[src/rtl/uart_rx_core.sv]
// UART receiver: synchronises rx, detects the start edge, samples each bit at
// mid-bit from a local baud counter and reports bytes, parity and framing errors.
module uart_rx_core #(
    parameter int unsigned CLK_FREQUENCE = 50_000_000,
    parameter int unsigned BAUD_RATE     = 9600,
    parameter bit          PARITY_EN     = 1'b0,
    parameter bit          PARITY_ODD    = 1'b0
) (
    input  logic       clk,
    input  logic       rst_n,
    input  logic       rx,
    output logic [7:0] rx_data,
    output logic       rx_valid,
    output logic       parity_err,
    output logic       frame_err,
    output logic       rx_busy
);

    localparam int unsigned BPS_CNT  = CLK_FREQUENCE / BAUD_RATE - 1;
    localparam int unsigned HALF_CNT = BPS_CNT / 2;
    localparam int unsigned CNT_W    = (BPS_CNT > 0) ? $clog2(BPS_CNT + 1) : 1;

    localparam logic [CNT_W-1:0] BPS_END  = CNT_W'(BPS_CNT);
    localparam logic [CNT_W-1:0] HALF_END = CNT_W'(HALF_CNT);

    typedef enum logic [2:0] {
        S_IDLE,
        S_START,
        S_DATA,
        S_PARITY,
        S_STOP
    } state_e;

    state_e           state_q, state_d;
    logic [CNT_W-1:0] cnt_q, cnt_d;
    logic [2:0]       idx_q, idx_d;
    logic [7:0]       shift_q, shift_d;
    logic             par_bit_q, par_bit_d;
    logic [7:0]       rx_data_q, rx_data_d;
    logic             rx_valid_q, rx_valid_d;
    logic             parity_err_q, parity_err_d;
    logic             frame_err_q, frame_err_d;
    logic             rx_busy_q, rx_busy_d;

    logic             rx_meta_q, rx_sync_q, rx_prev_q;
    logic             fall;
    logic             bit_wrap;

    // Idle-high reset values keep reset release from looking like a start edge.
    always_ff @(posedge clk or negedge rst_n) begin
        if (!rst_n) begin
            rx_meta_q <= 1'b1;
            rx_sync_q <= 1'b1;
            rx_prev_q <= 1'b1;
        end else begin
            rx_meta_q <= rx;
            rx_sync_q <= rx_meta_q;
            rx_prev_q <= rx_sync_q;
        end
    end

    assign fall = rx_prev_q & ~rx_sync_q;

    always_ff @(posedge clk or negedge rst_n) begin
        if (!rst_n) begin
            state_q      <= S_IDLE;
            cnt_q        <= '0;
            idx_q        <= '0;
            shift_q      <= '0;
            par_bit_q    <= 1'b0;
            rx_data_q    <= '0;
            rx_valid_q   <= 1'b0;
            parity_err_q <= 1'b0;
            frame_err_q  <= 1'b0;
            rx_busy_q    <= 1'b0;
        end else begin
            state_q      <= state_d;
            cnt_q        <= cnt_d;
            idx_q        <= idx_d;
            shift_q      <= shift_d;
            par_bit_q    <= par_bit_d;
            rx_data_q    <= rx_data_d;
            rx_valid_q   <= rx_valid_d;
            parity_err_q <= parity_err_d;
            frame_err_q  <= frame_err_d;
            rx_busy_q    <= rx_busy_d;
        end
    end

    always_comb begin
        state_d      = state_q;
        idx_d        = idx_q;
        shift_d      = shift_q;
        par_bit_d    = par_bit_q;
        rx_data_d    = rx_data_q;
        rx_valid_d   = 1'b0;
        parity_err_d = 1'b0;
        frame_err_d  = 1'b0;
        bit_wrap     = 1'b0;

        unique case (state_q)
            S_IDLE: begin
                if (fall) begin
                    state_d = S_START;
                end
            end
            S_START: begin
                if (cnt_q == HALF_END) begin
                    if (!rx_sync_q) begin
                        state_d = S_DATA;
                        idx_d   = '0;
                    end else begin
                        state_d = S_IDLE;
                    end
                end
            end
            S_DATA: begin
                if (cnt_q == BPS_END) begin
                    bit_wrap        = 1'b1;
                    shift_d[idx_q]  = rx_sync_q;
                    idx_d           = idx_q + 3'd1;
                    if (idx_q == 3'd7) begin
                        state_d = PARITY_EN ? S_PARITY : S_STOP;
                    end
                end
            end
            S_PARITY: begin
                if (cnt_q == BPS_END) begin
                    par_bit_d = rx_sync_q;
                    state_d   = S_STOP;
                end
            end
            S_STOP: begin
                if (cnt_q == BPS_END) begin
                    state_d = S_IDLE;
                    if (rx_sync_q) begin
                        rx_data_d    = shift_q;
                        rx_valid_d   = 1'b1;
                        parity_err_d = PARITY_EN && ((^shift_q ^ par_bit_q) != PARITY_ODD);
                    end else begin
                        frame_err_d  = 1'b1;
                    end
                end
            end
            default: begin
                state_d = S_IDLE;
            end
        endcase

        // DATA stays in one state across eight bits, so the counter also wraps per bit.
        if (state_q == S_IDLE || state_d != state_q || bit_wrap) begin
            cnt_d = '0;
        end else begin
            cnt_d = cnt_q + 1'b1;
        end

        rx_busy_d = (state_d != S_IDLE);
    end

    assign rx_data    = rx_data_q;
    assign rx_valid   = rx_valid_q;
    assign parity_err = parity_err_q;
    assign frame_err  = frame_err_q;
    assign rx_busy    = rx_busy_q;

endmodule
[config.mk]
export PLATFORM = sky130hd
export DESIGN_NAME = uart_rx_core
export DESIGN_NICKNAME = d
export VERILOG_FILES = /design/src/rtl/uart_rx_core.sv
export SDC_FILE = /design/constraint.sdc
export NUM_CORES = 1
export LEC_CHECK = 0
export ABC_AREA = 1
export CAP_MARGIN = 20
export CORE_ASPECT_RATIO = 0.5
export CORE_UTILIZATION = 51
export CTS_BUF_LIST = sky130_fd_sc_hd__clkbuf_8
export CTS_CLUSTER_SIZE = 30
export DETAILED_ROUTE_END_ITERATION = 12
export GPL_TIMING_DRIVEN = 0
export PLACE_DENSITY_LB_ADDON = 0.05
export SETUP_SLACK_MARGIN = 0.2
export SYNTH_ARGS = -nofsm -noshare
export SYNTH_HDL_FRONTEND = slang
export SYNTH_SLANG_ARGS = --single-unit
[constraint.sdc]
create_clock -name clk -period 3.6 [get_ports clk]
set_input_delay 0.72 -clock clk [delete_from_list [all_inputs] [get_ports clk]]
set_output_delay 0.72 -clock clk [all_outputs]
set_load 0.005 [all_outputs]
# Word-level counts from Yosys, hierarchy flattened
# Index checks and enable logic that the tools add are counted.
# W data, S select, Z words.
# classes
add_sub_neg,2
order_cmp,2
eq_ne,11
muxes,24
n_bitwise,2
n_reduce_logical,9
# ops
cell,n
$mux W3,9
$pmux W3 S5,1
$add A13 B1 Y13 const B,1
$eq A13 B12 Y1 const B,1
$eq A13 B13 Y1 const B,1
$mux W13,1
$mux W1,9
$bwmux W8,1
$eq A3 B2 Y1 const B,2
$eq A3 B3 Y1 const B,2
$ne A2 B2 Y1 const B,3
$pmux W3 S2,1
$lt A3 B4 Y1 const B,1
$reduce_and A4 Y1,1
$add A3 B1 Y3 const B,1
$demux W1 S3,1
$eq A3 B1 Y1 const B,1
$ge A3 B1 Y1 const B,1
$logic_not A3 Y1,1
$ne A3 B3 Y1,1
$reduce_and A3 Y1,1
$reduce_bool A3 Y1,1
$logic_or A1 B1 Y1,2
$mux W2,1
5 further kinds,5
# word_totals
register_bits,41
input_bits,3
out_inout_bits,12
elab_cells,61

# Logic depth before layout (Yosys ltp)
# depth
word_depth,8
depth_mapped,11
ltp_nobuf,10

# Least setup slack after synthesis
# No wires, ideal clock.
# synth_timing
kind,reg-to-reg
from,reg cnt_q[0]
to,reg shift_q[0]
setup_time_ps,128
t_arrival_ps,1363
required_ps,3472
setup_slack_ps,2109
path_stages_with_launch,9
n_path_buf,0
synth_period_minus_slack_ps,1491
path_cell_list,dfrtp_1 > ha_1 > nand2_1 > nor2_1 > nand3_2 > nor2_2 > nand2_2 > o21ai_0 > o31ai_1
# synth_between
elab_chain_cells,2
# synth_lines
element,line_no,rtl
from (decl),35,"logic [CNT_W-1:0] cnt_q, cnt_d;"
from (signal assigned),78,cnt_q <= cnt_d;
$eq A13 B13 Y1,118,if (cnt_q == BPS_END) begin
$reduce_and A2 Y1 (no line),n/a,
to (signal assigned),80,shift_q <= shift_d;
to (decl),37,"logic [7:0] shift_q, shift_d;"
# No other way between the ends.
# A chain may end at the register's enable or synchronous reset.

# Final worst setup path
# layout_timing
from,reg rx_data_q[4] (netlist: rx_data[4])
to,out rx_data[4]
# layout_rtl
element,line_no,rtl
from (decl),39,"logic [7:0] rx_data_q, rx_data_d;"
from (signal assigned),82,rx_data_q <= rx_data_d;
to (decl),12,"output logic [7:0] rx_data,"
# No word-level cell between the ends.

==> flow_summary.ini <==
[critical_path]
path_class = register to output pin
worst_path_max_delay_cell = sky130_fd_sc_hd__clkdlybuf4s50_1
setup.worst_path.end_class = output pin
worstPathCellList = clkdlybuf4s50_1
cp_data_required_time_ns = 2.88
critical_path_startpoint_category = register
critical_path_max_stage_delay_ns = 0.50
timing.critical_path.max_delay_family = buffers and inverters
worstRegToRegCells = 11
cp_max_fo = 2
cp.depth = 1
critical_path_arrival_ns = 1.15
critPathBufInv = 1

[grt]
globalRouteTotalUtil = 0.2036
antenna_violations_before_repair = 0
number_of_global_route_vias_before_repair = 1391
grt_max_degree = 42
total_global_routing_overflow = 0
grt_pass1_wl_um = 6244

[detailed_routing]
route.vias.total = 1560
routedWlPerCell_um = 11.56
route.antenna.remaining_nets = 0
wl_um = 3596
highest_layer = met4
met1_length_um = 1775
route.met3.wl_um = 186
drt_first_pass_iters = 4
dr.first_iter.drc_count = 110
detailroute.wirelength.met2_um = 1568
drc = 0
viasPerCell = 5.016

[sta]
layout_worst_path_cycle_share = 0.5202
timing_worst_slew_pin_value_ns = 0.8876
setup-violations-final = 0
final_max_slew_viol_count = 0
clock_skew_ns = 0.01270
rsz0062_at_grt = false
maxSlewHeadroom = 0.4083
setup_total_negative_slack_ns = 0
time_the_worst_path_needs_with_i_o_delays_and_setup_ns = 1.873
timing_hold_violations_final = 0
timing.fmax_mhz = 534.0

[synth]
fraction_of_synthesized_area_in_multiplexers = 0
synth_sequential_area_ratio = 0.5087
synth_xor_area_frac = 0.04326
avgSynthCellArea_um2 = 8.470
synth_adder_area_share = 0.01854
syn_area_mm2 = 0.002024
synth_simple_gate_area_frac = 0.2756
seq_cells_post_synth = 41
syn-instance-count = 239
ys.warnings.count = 0
postSynthNetCount = 245
yosysUniqueCellTypes = 31
synth-compound-area-share = 0.07355
dominant_combinational_cell_family_by_area_after_synthesis = simple AND/OR/NAND/NOR gates

[cells_and_area]
final_cell_area_mm2 = 0.002310
finish.utilization = 0.6410
multi_input_area_um2 = 835.8
final_nets = 265
fraction_of_final_layout_cells_with_drive_strength_greater_than_1 = 0.1385
seq_area_mm2 = 0.001030
insertedDiodeCount = 0
growth_of_design_area_from_synthesis_to_finish_pct = 14.09
fill_cells = 320

[floorplanning]
start_util = 0.5618
die_width_um = 91.10
std_cell_rows = 15
ios = 15
die_h_um = 46.55
core-area_mm2 = 0.003603
floorplan.die_area_mm2 = 0.004241

[clock_network]
cts.root.buffer_cell = sky130_fd_sc_hd__clkbuf_8
count_of_cells_resized_by_post_cts_repair = 0
post-cts-setup-buffers = 0
cts.path.max_buffers = 2
cts.clk_slew.worst_paths_ns = 0.09
cts_bufs_inserted = 5
worstSkewPairLatency_ns = 0.31
cts_htree_levels = 2
post_cts_hold_buffer_count = 0
tritoncts = built
cts.sinks = 41

[job]
timing.max_cap.violations = 0

[pwr]
power_leakage_nw = 1.089
peakVddDrop_uv = 254.1
cellPowerDensity_mw_per_mm2 = 404.7

[placement]
count_of_port_buffers_added_during_placement = 13
dpl-instance-area_mm2 = 0.002213
hpwlAfterDp_um = 2609
final_estimated_routing_congestion_in_global_placement = 0.8785

[min_path]
hold_class = register to register
min_delay_path_depth = 0

[status]
status = completed
-- cell families after synthesis --
| group | count (synthesis) |
|---|---|
| buf+inv | 37 |
| flops | 41 |
| simple gates | 125 |
| other cells | 1 |
| fa+ha+maj | 3 |
| xor+xnor | 10 |
| compound gates | 22 |
-- state kept, by name, summed over array words and instances, names as in the netlist, 3 cells and up --
name / flops
cnt_q: 13
shift_q: 8
state_q: 3
rx_data: 8
idx_q: 3
-- per-layer routing --
layer / vias up / global-route usage
li1: 791 / -
met1: 730 / 0.2565
met2: 33 / 0.3242
met3: 6 / 0.07426
met4: 0 / 0.09206
met5: - / 0
-- report_power, final --
group	switching, mW	internal [mW]
Combinational	0.0627	0.0408
Sequential	0.0210	0.486
Clock	0.169	0.155
Total	0.253	0.682
-- metrics by stage --
step	setup WS, ns	instances	power (mW)	hold slack, ns
3_3_place_gp	0.8428	303	0.6186	0.3466
6_report	1.727	311	0.9346	0.3613
5_1_grt	1.668	311	0.9834	0.3646
4_1_cts	1.713	311	0.9462	0.3627
3_5_place_dp	1.878	303	0.6220	0.3510
2_1_floorplan	2.109	239	0.5859	0.3452
-- cell type report --
class | instances | area share
buffer | 4 | 0.01517
multi-input combinational | 161 | 0.3619
clock inverter | 2 | 0.005959
timing repair buffer | 13 | 0.05417
clock buffer | 6 | 0.03575
tap | 51 | 0.02763
inverter | 33 | 0.05363
sequential | 41 | 0.4458
-- final timing paths --
kind / from / to / slack (ns)
worst max-delay path: rx_data[4] / rx_data[4] / 1.73
worst min-delay path: rx_meta_q / rx_sync_q / 0.36
worst max register to register: cnt_q[0] / cnt_q[3] / 1.85
worst min register to register: rx_meta_q / rx_sync_q / 0.36
max in group asynchronous: rst_n / cnt_q[8] / 2.51
min in group asynchronous: rst_n / rx_data[4] / 0.53
-- cell usage in the layout (no fill, tap or decap), types with 2 or more instances in the layout --
cell type                         count
sky130_fd_sc_hd__a21oi_1              6
sky130_fd_sc_hd__nand3b_1             2
sky130_fd_sc_hd__dfstp_2              3
sky130_fd_sc_hd__o31ai_1              4
sky130_fd_sc_hd__o21ai_0              3
sky130_fd_sc_hd__buf_2                2
sky130_fd_sc_hd__o21ai_1              2
sky130_fd_sc_hd__nand4_2              2
sky130_fd_sc_hd__xor2_1               8
sky130_fd_sc_hd__buf_6                2
sky130_fd_sc_hd__clkdlybuf4s50_1     12
sky130_fd_sc_hd__nor3_1               7
sky130_fd_sc_hd__o21ai_2              4
sky130_fd_sc_hd__inv_1               29
sky130_fd_sc_hd__nand2_1             56
sky130_fd_sc_hd__nor2_2               5
sky130_fd_sc_hd__nand3_2              2
sky130_fd_sc_hd__inv_2                4
sky130_fd_sc_hd__nand3_1             13
sky130_fd_sc_hd__ha_1                 3
sky130_fd_sc_hd__xnor2_1              2
sky130_fd_sc_hd__clkbuf_8             6
sky130_fd_sc_hd__dfrtp_1             38
sky130_fd_sc_hd__nor2_1              34
-- cell usage after synthesis --
| cell type | n | area share |
|---|---|---|
| sky130_fd_sc_hd__a21oi_1 | 6 | 0.015 |
| sky130_fd_sc_hd__and3_1 | 1 | 0.0031 |
| sky130_fd_sc_hd__buf_2 | 1 | 0.0025 |
| sky130_fd_sc_hd__buf_4 | 1 | 0.0037 |
| sky130_fd_sc_hd__buf_6 | 2 | 0.011 |
| sky130_fd_sc_hd__conb_1 | 1 | 0.0019 |
| sky130_fd_sc_hd__dfrtp_1 | 38 | 0.47 |
| sky130_fd_sc_hd__dfstp_2 | 3 | 0.039 |
| sky130_fd_sc_hd__ha_1 | 3 | 0.019 |
| sky130_fd_sc_hd__inv_1 | 29 | 0.054 |
| sky130_fd_sc_hd__inv_2 | 4 | 0.0074 |
| sky130_fd_sc_hd__nand2_1 | 56 | 0.10 |
| sky130_fd_sc_hd__nand2_2 | 1 | 0.0031 |
| sky130_fd_sc_hd__nand3_1 | 13 | 0.032 |
| sky130_fd_sc_hd__nand3_2 | 2 | 0.0099 |
| sky130_fd_sc_hd__nand3b_1 | 2 | 0.0074 |
| sky130_fd_sc_hd__nand4_1 | 1 | 0.0031 |
| sky130_fd_sc_hd__nand4_2 | 2 | 0.012 |
| sky130_fd_sc_hd__nor2_1 | 34 | 0.063 |
| sky130_fd_sc_hd__nor2_2 | 5 | 0.015 |
| sky130_fd_sc_hd__nor3_1 | 7 | 0.017 |
| sky130_fd_sc_hd__nor3_2 | 1 | 0.0049 |
| sky130_fd_sc_hd__o2111ai_1 | 1 | 0.0043 |
| sky130_fd_sc_hd__o211ai_1 | 1 | 0.0037 |
| sky130_fd_sc_hd__o211ai_2 | 1 | 0.0062 |
| sky130_fd_sc_hd__o21ai_0 | 3 | 0.0074 |
| sky130_fd_sc_hd__o21ai_1 | 2 | 0.0049 |
| sky130_fd_sc_hd__o21ai_2 | 4 | 0.017 |
| sky130_fd_sc_hd__o31ai_1 | 4 | 0.015 |
| sky130_fd_sc_hd__xnor2_1 | 2 | 0.0087 |
| sky130_fd_sc_hd__xor2_1 | 8 | 0.035 |
(Power assumes the default switching activity.)
